===== src/rtl/regfile_pkg.sv =====
// Shared widths and types for the RV64 integer register file, decode and ALU.
package regfile_pkg;

   localparam int XLEN  = 64;
   localparam int NREGS = 32;

   typedef logic [4:0]      reg_idx_t;
   typedef logic [XLEN-1:0] xlen_t;

endpackage


===== src/rtl/regfile_scoreboard.sv =====
// Per-register busy bits plus RAW/WAW issue gating; iss_ready is combinational, state updates next edge.
// REGFILE_BYPASS_EN lets a same-cycle writeback resolve a busy source.
module regfile_scoreboard
   import regfile_pkg::*;
(
   input  logic     clk,
   input  logic     reset,
   input  logic     iss_valid,
   input  reg_idx_t iss_rs1,
   input  reg_idx_t iss_rs2,
   input  reg_idx_t iss_rd,
   input  logic     iss_rd_we,
   input  logic     wb_en,
   input  reg_idx_t wb_dest,
   output logic     iss_ready
);

   logic [NREGS-1:0] busy_q, busy_d;
   logic             rs1_resolved, rs2_resolved;
   logic             rs1_blocked, rs2_blocked, waw_blocked;
   logic             iss_fire;

`ifdef REGFILE_BYPASS_EN
   assign rs1_resolved = wb_en && (wb_dest == iss_rs1) && (iss_rs1 != '0);
   assign rs2_resolved = wb_en && (wb_dest == iss_rs2) && (iss_rs2 != '0);
`else
   assign rs1_resolved = 1'b0;
   assign rs2_resolved = 1'b0;
`endif

   assign rs1_blocked = busy_q[iss_rs1] && !rs1_resolved;
   assign rs2_blocked = busy_q[iss_rs2] && !rs2_resolved;
   assign waw_blocked = iss_rd_we && busy_q[iss_rd];
   assign iss_ready   = !rs1_blocked && !rs2_blocked && !waw_blocked;
   assign iss_fire    = iss_valid && iss_ready;

   // Set after clear: a newly issued producer outranks the retiring one.
   always_comb begin
      busy_d = busy_q;
      if (wb_en) begin
         busy_d[wb_dest] = 1'b0;
      end
      if (iss_fire && iss_rd_we && (iss_rd != '0)) begin
         busy_d[iss_rd] = 1'b1;
      end
      busy_d[0] = 1'b0;
   end

   always_ff @(posedge clk or negedge reset) begin
      if (!reset) begin
         busy_q <= '0;
      end else begin
         busy_q <= busy_d;
      end
   end

endmodule


===== src/rtl/regfile_wb.sv =====
// Register file + operand-issue stage: operands appear 1 cycle after an accepted issue, writes land next edge.
// Issue is held off by the scoreboard; REGFILE_BYPASS_EN forwards same-cycle writeback data to the operands.
module regfile_wb
   import regfile_pkg::*;
(
   input  logic        clk,
   input  logic        reset,
   input  logic        iss_valid,
   output logic        iss_ready,
   input  reg_idx_t    iss_rs1,
   input  reg_idx_t    iss_rs2,
   input  reg_idx_t    iss_rd,
   input  logic        iss_rd_we,
   output logic        op_valid,
   output xlen_t       regA_value,
   output xlen_t       regB_value,
   output reg_idx_t    regDest,
   input  logic        wb_en,
   input  reg_idx_t    wb_dest,
   input  xlen_t       wb_data,
   output logic [31:0] stall_count
);

   xlen_t       mem_q [NREGS];
   xlen_t       rd_a, rd_b;
   logic        op_valid_q, op_valid_d;
   xlen_t       rega_q, rega_d, regb_q, regb_d;
   reg_idx_t    dest_q, dest_d;
   logic [31:0] stall_q, stall_d;
   logic        iss_fire;

   regfile_scoreboard u_scoreboard (
      .clk       (clk),
      .reset     (reset),
      .iss_valid (iss_valid),
      .iss_rs1   (iss_rs1),
      .iss_rs2   (iss_rs2),
      .iss_rd    (iss_rd),
      .iss_rd_we (iss_rd_we),
      .wb_en     (wb_en),
      .wb_dest   (wb_dest),
      .iss_ready (iss_ready)
   );

   assign iss_fire = iss_valid && iss_ready;

   always_comb begin
      rd_a = (iss_rs1 == '0) ? '0 : mem_q[iss_rs1];
      rd_b = (iss_rs2 == '0) ? '0 : mem_q[iss_rs2];
`ifdef REGFILE_BYPASS_EN
      if (wb_en && (wb_dest == iss_rs1) && (iss_rs1 != '0)) begin
         rd_a = wb_data;
      end
      if (wb_en && (wb_dest == iss_rs2) && (iss_rs2 != '0)) begin
         rd_b = wb_data;
      end
`endif
   end

   always_comb begin
      op_valid_d = iss_fire;
      rega_d     = rega_q;
      regb_d     = regb_q;
      dest_d     = dest_q;
      stall_d    = stall_q;
      if (iss_fire) begin
         rega_d = rd_a;
         regb_d = rd_b;
         dest_d = iss_rd;
      end
      if (iss_valid && !iss_ready && (stall_q != 32'hFFFF_FFFF)) begin
         stall_d = stall_q + 32'd1;
      end
   end

   // x0 is never written, so its reset value of zero is permanent.
   always_ff @(posedge clk or negedge reset) begin
      if (!reset) begin
         for (int i = 0; i < NREGS; i++) begin
            mem_q[i] <= '0;
         end
      end else if (wb_en && (wb_dest != '0)) begin
         mem_q[wb_dest] <= wb_data;
      end
   end

   always_ff @(posedge clk or negedge reset) begin
      if (!reset) begin
         op_valid_q <= 1'b0;
         rega_q     <= '0;
         regb_q     <= '0;
         dest_q     <= '0;
         stall_q    <= '0;
      end else begin
         op_valid_q <= op_valid_d;
         rega_q     <= rega_d;
         regb_q     <= regb_d;
         dest_q     <= dest_d;
         stall_q    <= stall_d;
      end
   end

   assign op_valid    = op_valid_q;
   assign regA_value  = rega_q;
   assign regB_value  = regb_q;
   assign regDest     = dest_q;
   assign stall_count = stall_q;

endmodule


===== config.mk =====
export PLATFORM = sky130hd
export DESIGN_NAME = regfile_wb
export DESIGN_NICKNAME = d
export VERILOG_FILES = /design/src/rtl/regfile_pkg.sv /design/src/rtl/regfile_scoreboard.sv /design/src/rtl/regfile_wb.sv
export SDC_FILE = /design/constraint.sdc
export NUM_CORES = 2
export LEC_CHECK = 0
export CAP_MARGIN = 30
export CORE_UTILIZATION = 60
export CTS_CLUSTER_DIAMETER = 50
export CTS_CLUSTER_SIZE = 30
export DETAILED_ROUTE_END_ITERATION = 12
export PLACE_DENSITY = 0.77
export SLEW_MARGIN = 15
export SYNTH_ARGS = -nofsm -noshare
export SYNTH_HDL_FRONTEND = slang
export SYNTH_SLANG_ARGS = --single-unit

===== constraint.sdc =====
create_clock -name clk -period 2.9 [get_ports clk]
set_input_delay 0.29 -clock clk [delete_from_list [all_inputs] [get_ports clk]]
set_output_delay 0.29 -clock clk [all_outputs]
set_load 0.01 [all_outputs]

; Word level (Yosys, flattened, before mapping)
; Cells that the tools add are included.
; Widths: inputs -> output; s select.
[classes]
eq_ne = 1
magnitude_cmp = 10
bitwise_logic = 6
reduce_logical = 20
add_sub_neg = 1
mux = 23
[ops]
columns = operator, count
row1 = $bwmux 2048, 1
row2 = $bmux 64 s5, 2
row3 = $mux 64, 7
row4 = $demux 64 s5, 1
row5 = $mux 32, 2
row6 = $add 32x1->32 const B, 1
row7 = $and 32x32->32, 1
row8 = $ne 32x32->1 const B, 1
row9 = $not 32->32, 1
row10 = $or 32x32->32, 1
row11 = $lt 5x6->1 const B, 4
row12 = $ge 6x6->1 const B, 3
row13 = $not 5->6, 3
row14 = $bmux 1 s5, 3
row15 = $logic_and 1x1->1, 12
row16 = $demux 1 s5, 2
row17 = $ge 5x1->1 const B, 2
row18 = $logic_not 5->1, 2
row19 = $reduce_bool 5->1, 2
row20 = $lt 6x1->1 const B, 1
row21 = $mux 1, 5
row22 = $logic_not 1->1, 4
[totals]
reg_bits = 2245
in_bits = 89
word_cells = 99
output_inout_bits = 167

; Logic depth before layout (Yosys ltp)
[depth]
ltp_word = 9
ltp_mapped = 12
depth_no_buf = 7

; By module
; Synthesis repeated with hierarchy kept, for this count alone.
[unflattened]
hier_cells = 7580
area_unflattened_um2 = 115975.0
[by_module_without_submodules]
columns = mod, cells_per_inst, seq_area_each_um2, area_per_inst_um2, n_inst
row1 = regfile_wb, 7330, 55353.1, 113426.3, 1
row2 = regfile_scoreboard, 250, 775.7, 2548.7, 1

; Worst setup path before layout
; No wires, ideal clock.
[synth_path]
kind = input to register
start = input port iss_rs2[0]
end = register regb_q[11] (netlist: regB_value[11])
required_time_ns = 2.764
path_buffers = 4
arrival_time_ns = 2.524
path_stages = 8
setup_slack_ns = 0.241
setup_ns = 0.136
cell_sequence = buf_2 -> clkbuf_1 -> clkbuf_1 -> buf_2 -> mux4_2 -> mux4_2 -> mux2i_1 -> o41ai_1
[synth_via]
elab_chain_cells = 6
elab_cells_between_ends = 12
classes_between = mux: 6 / bitwise: 1 / reduce/logical: 5
[synth_lines]
columns = item, line_no
row1 = from (decl), regfile_wb.sv:11  ; input reg_idx_t iss_rs2,
row2 = $bmux 1 s5, regfile_scoreboard.sv:32  ; assign rs2_blocked = busy_q[iss_rs2] && !rs2_resolved;
row3 = $mux 1 (not written as such), regfile_scoreboard.sv:32
row4 = $logic_not 1->1, regfile_scoreboard.sv:34  ; assign iss_ready = !rs1_blocked && !rs2_blocked && !waw_blocked;
row5 = $logic_and 1x1->1 (2 in series), regfile_scoreboard.sv:34
row6 = $logic_and 1x1->1, regfile_wb.sv:45  ; assign iss_fire = iss_valid && iss_ready;
row7 = to (signal assigned), regfile_wb.sv:97  ; regb_q <= regb_d;
row8 = to (decl), regfile_wb.sv:27  ; xlen_t rega_q, rega_d, regb_q, regb_d;
; Several ways; a longest one is shown, not always the timed one. The select of a mux whose other input is x is not followed.
; A chain may end at the register's enable or synchronous reset.

; Worst setup path in the final report
[layout_path]
start = register u_scoreboard.busy_q[21]
end = output port iss_ready
[layout_via]
elab_chain_cells = 5
elab_cells_between_ends = 12
classes_between = mux: 6 / reduce/logical: 6
[layout_lines]
columns = item, line_no
row1 = from (decl), regfile_scoreboard.sv:18  ; logic [NREGS-1:0] busy_q, busy_d;
row2 = from (signal assigned), regfile_scoreboard.sv:53  ; busy_q <= busy_d;
row3 = "$bmux 1 s5, on equally long branches", "regfile_scoreboard.sv:31, regfile_scoreboard.sv:32, regfile_scoreboard.sv:33"
row4 = "$mux 1, on equally long branches", "regfile_scoreboard.sv:31, regfile_scoreboard.sv:32, regfile_scoreboard.sv:33"
row5 = $logic_not 1->1 / $logic_and 1x1->1 (equally long branches), "regfile_scoreboard.sv:34, regfile_scoreboard.sv:33"
row6 = $logic_and 1x1->1 / $logic_not 1->1 (equally long branches), regfile_scoreboard.sv:34
row7 = $logic_and 1x1->1 (*), regfile_scoreboard.sv:34
row8 = to (decl), regfile_wb.sv:9  ; output logic iss_ready,
; Every way passes the cells marked *; elsewhere a longest branch is shown, timed or not. The select of a mux whose other input is x is not followed.

==> impl_metrics.ini <==
[synthesis]
postSynthCellCount = 7072
ys.flop_type = dfrtp_1
synth_edf_count = 0
netlist_area_mm2 = 0.1162
synth-async-reset-ratio_pct = 100.0
avgSynthCellArea_um2 = 16.43
ys_seq_area_share_pct = 48.35
synth_seq_cells = 2245
syn_nets = 7162
synth_cell_types = 46
yosysWarnings = 0

[worst_setup_path]
critPathArrivalTime_ns = 2.92
timing.rr.end = regB_value[45]
slowest_stage = mux4_2
cp_cell_sequence = mux4_2 > nor3b_2 > a211oi_2 > mux2_4 > a2111o_2 > inv_2 > buf_6
r2r_cells = 9
end_kind = primary output
worst-setup-path-type = reg2out
r2r_slack_ns = -0.07
required_ns = 2.61
r2r-start = u_scoreboard.busy_q[21]
crit_fanout = 4
cpPeakStageDelay_ns = 0.48
critPathLaunchType = flop

[sta]
fin_ws_ns = -0.3061
worst_slew_pin_slew_ns = 1.424
fin_skew_ns = 0.03484
rsz0062_at_grt = yes
period_needed_ns = 3.206
finalCritPeriodShare_pct = 110.6
holdWs_ns = 0.1588
finalSetupViolations = 47
slew-limit-headroom_pct = 5.048
slew_violations = 0
max_freq_mhz = 311.9
finalHoldViolCount = 0
setup_tns_ns = -1.653

[clock_tree]
clock_path_buffers = 3
clk_latency_ns = 0.88
cts_made_buffers = 196
clk_pin_slew_ns = 0.08
cts_sinks = 2245
cts.htree.levels = 4
cts_tree = built
root_buffer = clkbuf_16

[outcome]
violations = setup timing
status = complete, but fails checks

[layout]
layout.nets = 7298
syn_to_final_growth_pct = 15.35
drive_above_1_share_pct = 59.84
fin_area_mm2 = 0.1340
fill_cells = 12030

[die]
start_util_pct = 60.40
fp.coreArea_mm2 = 0.1924
dieArea_mm2 = 0.1954
rows = 161
die_w_um = 442.1
io-pin-count = 256
die_y_um = 442.1

[global_routing]
grt_pass1_vias = 74660
overflow = 0
grt_pass1_wl_um = 507200
grt_use_total_pct = 35.10
grt_max_degree = 177
antenna_found_initial = 18

[drt]
drt_iter0_drc = 6913
wirelength_um = 337900
final_antenna_net_count = 0
dr.pass1.iters = 7
wl_per_cell_um = 34.08
drcViolationCount = 0
vias = 71540
vias_per_cell = 7.216

[min_path]
worstHoldStart = wb_data[38]
hold_path_class = in2reg
hold_depth = 2
hold_end = mem_q[230]

[placement]
io_buffers = 255
place_area_mm2 = 0.1245
place_congestion = 0.8698
dp_hpwl_um = 201900

[power]
peakVddDrop_v = 0.0007050
powerDensity_mw_per_mm2 = 703.3
p_leak_nw = 57.31
p_total_mw = 94.26

[flow_run]
maxCapViolCount = 0
-- routing by layer --
metal / part of all wire (%) / GRT usage, %
met1: 39 / 49.24
met2: 48 / 54.46
met3: 8.7 / 7.220
met4: 4.4 / 14.05
met5: 0.015 / 0
-- logic make-up after synthesis --
logic type,Yosys count,share of synthesized area [%]
mux,3434,45.69
xor+xnor,31,0.2337
simple gates,166,0.7452
buf+inv,889,3.069
compound gates,306,1.906
fa+ha+maj,1,0.01077
flops,2245,48.35
-- worst max path at each step --
stage                             from                     end  slack, ns  cells past startpoint
3_5_place_dp                 iss_rd[1]          regA_value[14]      -0.47                      9
2_1_floorplan               iss_rs2[0]          regB_value[11]       0.24                      8
3_3_place_gp                 iss_rd[1]  u_scoreboard.busy_q[4]      -0.42                     10
4_1_cts        u_scoreboard.busy_q[16]               iss_ready      -0.41                      7
6_report       u_scoreboard.busy_q[21]               iss_ready      -0.31                      7
5_1_grt        u_scoreboard.busy_q[24]               iss_ready      -0.38                      7
-- Yosys cell counts, types with 2 or more instances --
cell type | instances | share of area, %
a21oi_1 | 2 | 0.0086
a22oi_1 | 2 | 0.013
a32o_1 | 30 | 0.26
a32oi_1 | 2 | 0.015
and2_1 | 6 | 0.032
and3_1 | 10 | 0.054
and3b_1 | 2 | 0.015
and4_1 | 2 | 0.015
buf_1 | 43 | 0.14
buf_2 | 120 | 0.52
buf_6 | 10 | 0.097
clkbuf_1 | 693 | 2.2
dfrtp_1 | 2245 | 48
inv_1 | 22 | 0.071
mux2_2 | 1995 | 19
mux2i_1 | 143 | 1.2
mux4_2 | 1296 | 25
nand2_1 | 39 | 0.13
nand3_1 | 24 | 0.10
nand3b_1 | 6 | 0.039
nand4_1 | 15 | 0.081
nor2_1 | 29 | 0.094
nor2b_1 | 4 | 0.022
nor3_1 | 14 | 0.060
nor3b_1 | 8 | 0.052
o21ai_0 | 130 | 0.56
o22ai_1 | 4 | 0.022
o41ai_1 | 128 | 0.96
xnor2_1 | 31 | 0.23
-- worst max-delay path, delay by kind of cell (launching register included) --
| family | cells | cell delay [ns] |
|---|---|---|
| muxes | 2 | 0.75 |
| AOI/OAI and AO/OA | 2 | 0.45 |
| DFF | 1 | 0.42 |
| and+or+nand+nor | 1 | 0.21 |
| buffers and inverters | 2 | 0.20 |
-- registers in the layout, indices dropped and copies added, names as in the netlist --
| register | cells |
|---|---|
| mem_q | 2048 |
| op_valid | 1 |
| regA_value | 64 |
| regB_value | 64 |
| regDest | 5 |
| stall_count | 32 |
| u_scoreboard.busy_q | 31 |
-- power breakdown --
part | leakage [nW] | internal [mW] | total, mW | switching [mW]
logic | 25.1 | 14.4 | 23.4 | 9.05
registers | 28.8 | 37.6 | 42.4 | 4.71
clock network | 3.38 | 15.0 | 28.5 | 13.5
-- final cells by class --
| cell class | instances | area [um^2] | share of cell area, % |
|---|---|---|---|
| Clock buffer | 220 | 5240 | 3.910 |
| Timing Repair Buffer | 805 | 9707 | 7.243 |
| Clock inverter | 148 | 1740 | 1.299 |
| Antenna cell | 10 | 25.02 | 0.01867 |
| Tap cell | 2526 | 3161 | 2.358 |
| Inverter | 22 | 92.59 | 0.06908 |
| Multi-Input combinational cell | 3938 | 57880 | 43.19 |
| Sequential cell | 2245 | 56180 | 41.92 |
-- layout by cell type, fill, tap and decap left out, drive strengths merged, types with 6 or more instances in the layout --
cell type      instances
dfrtp               2245
mux2                1995
mux4                1296
buf                  552
clkdlybuf4s50        243
clkbuf               226
mux2i                143
o21ai                130
o41ai                128
inv                   85
clkinv                48
nand2                 39
xnor2                 31
a32o                  30
nor2                  30
nand3                 24
clkinvlp              21
bufinv                16
nand4                 15
nor3                  14
diode                 10
and3                  10
nor3b                  8
nand3b                 6
and2                   6
-- repair_timing --
action | CTS | global route
buffers inserted | 7 | 1
gates cloned | 2 | 7
pin swaps | 4 | 6
setup endpoints to repair | 18 | 174
gates resized for setup | 94 | 225
hold endpoints to repair | 1617 | 0
hold buffers | 3 | 0
-- metrics by stage --
step / setup WS, ns / instances / util (%)
floorplan: 0.2408 / 7072 / -
global placement: -0.4175 / 9453 / 64.72
detailed placement: -0.4735 / 9456 / 64.73
CTS: -0.4142 / 9836 / 68.67
global route: -0.3759 / 9913 / 69.67
finish: -0.3061 / 9914 / 69.67
Power figures use the tool's default switching activity.
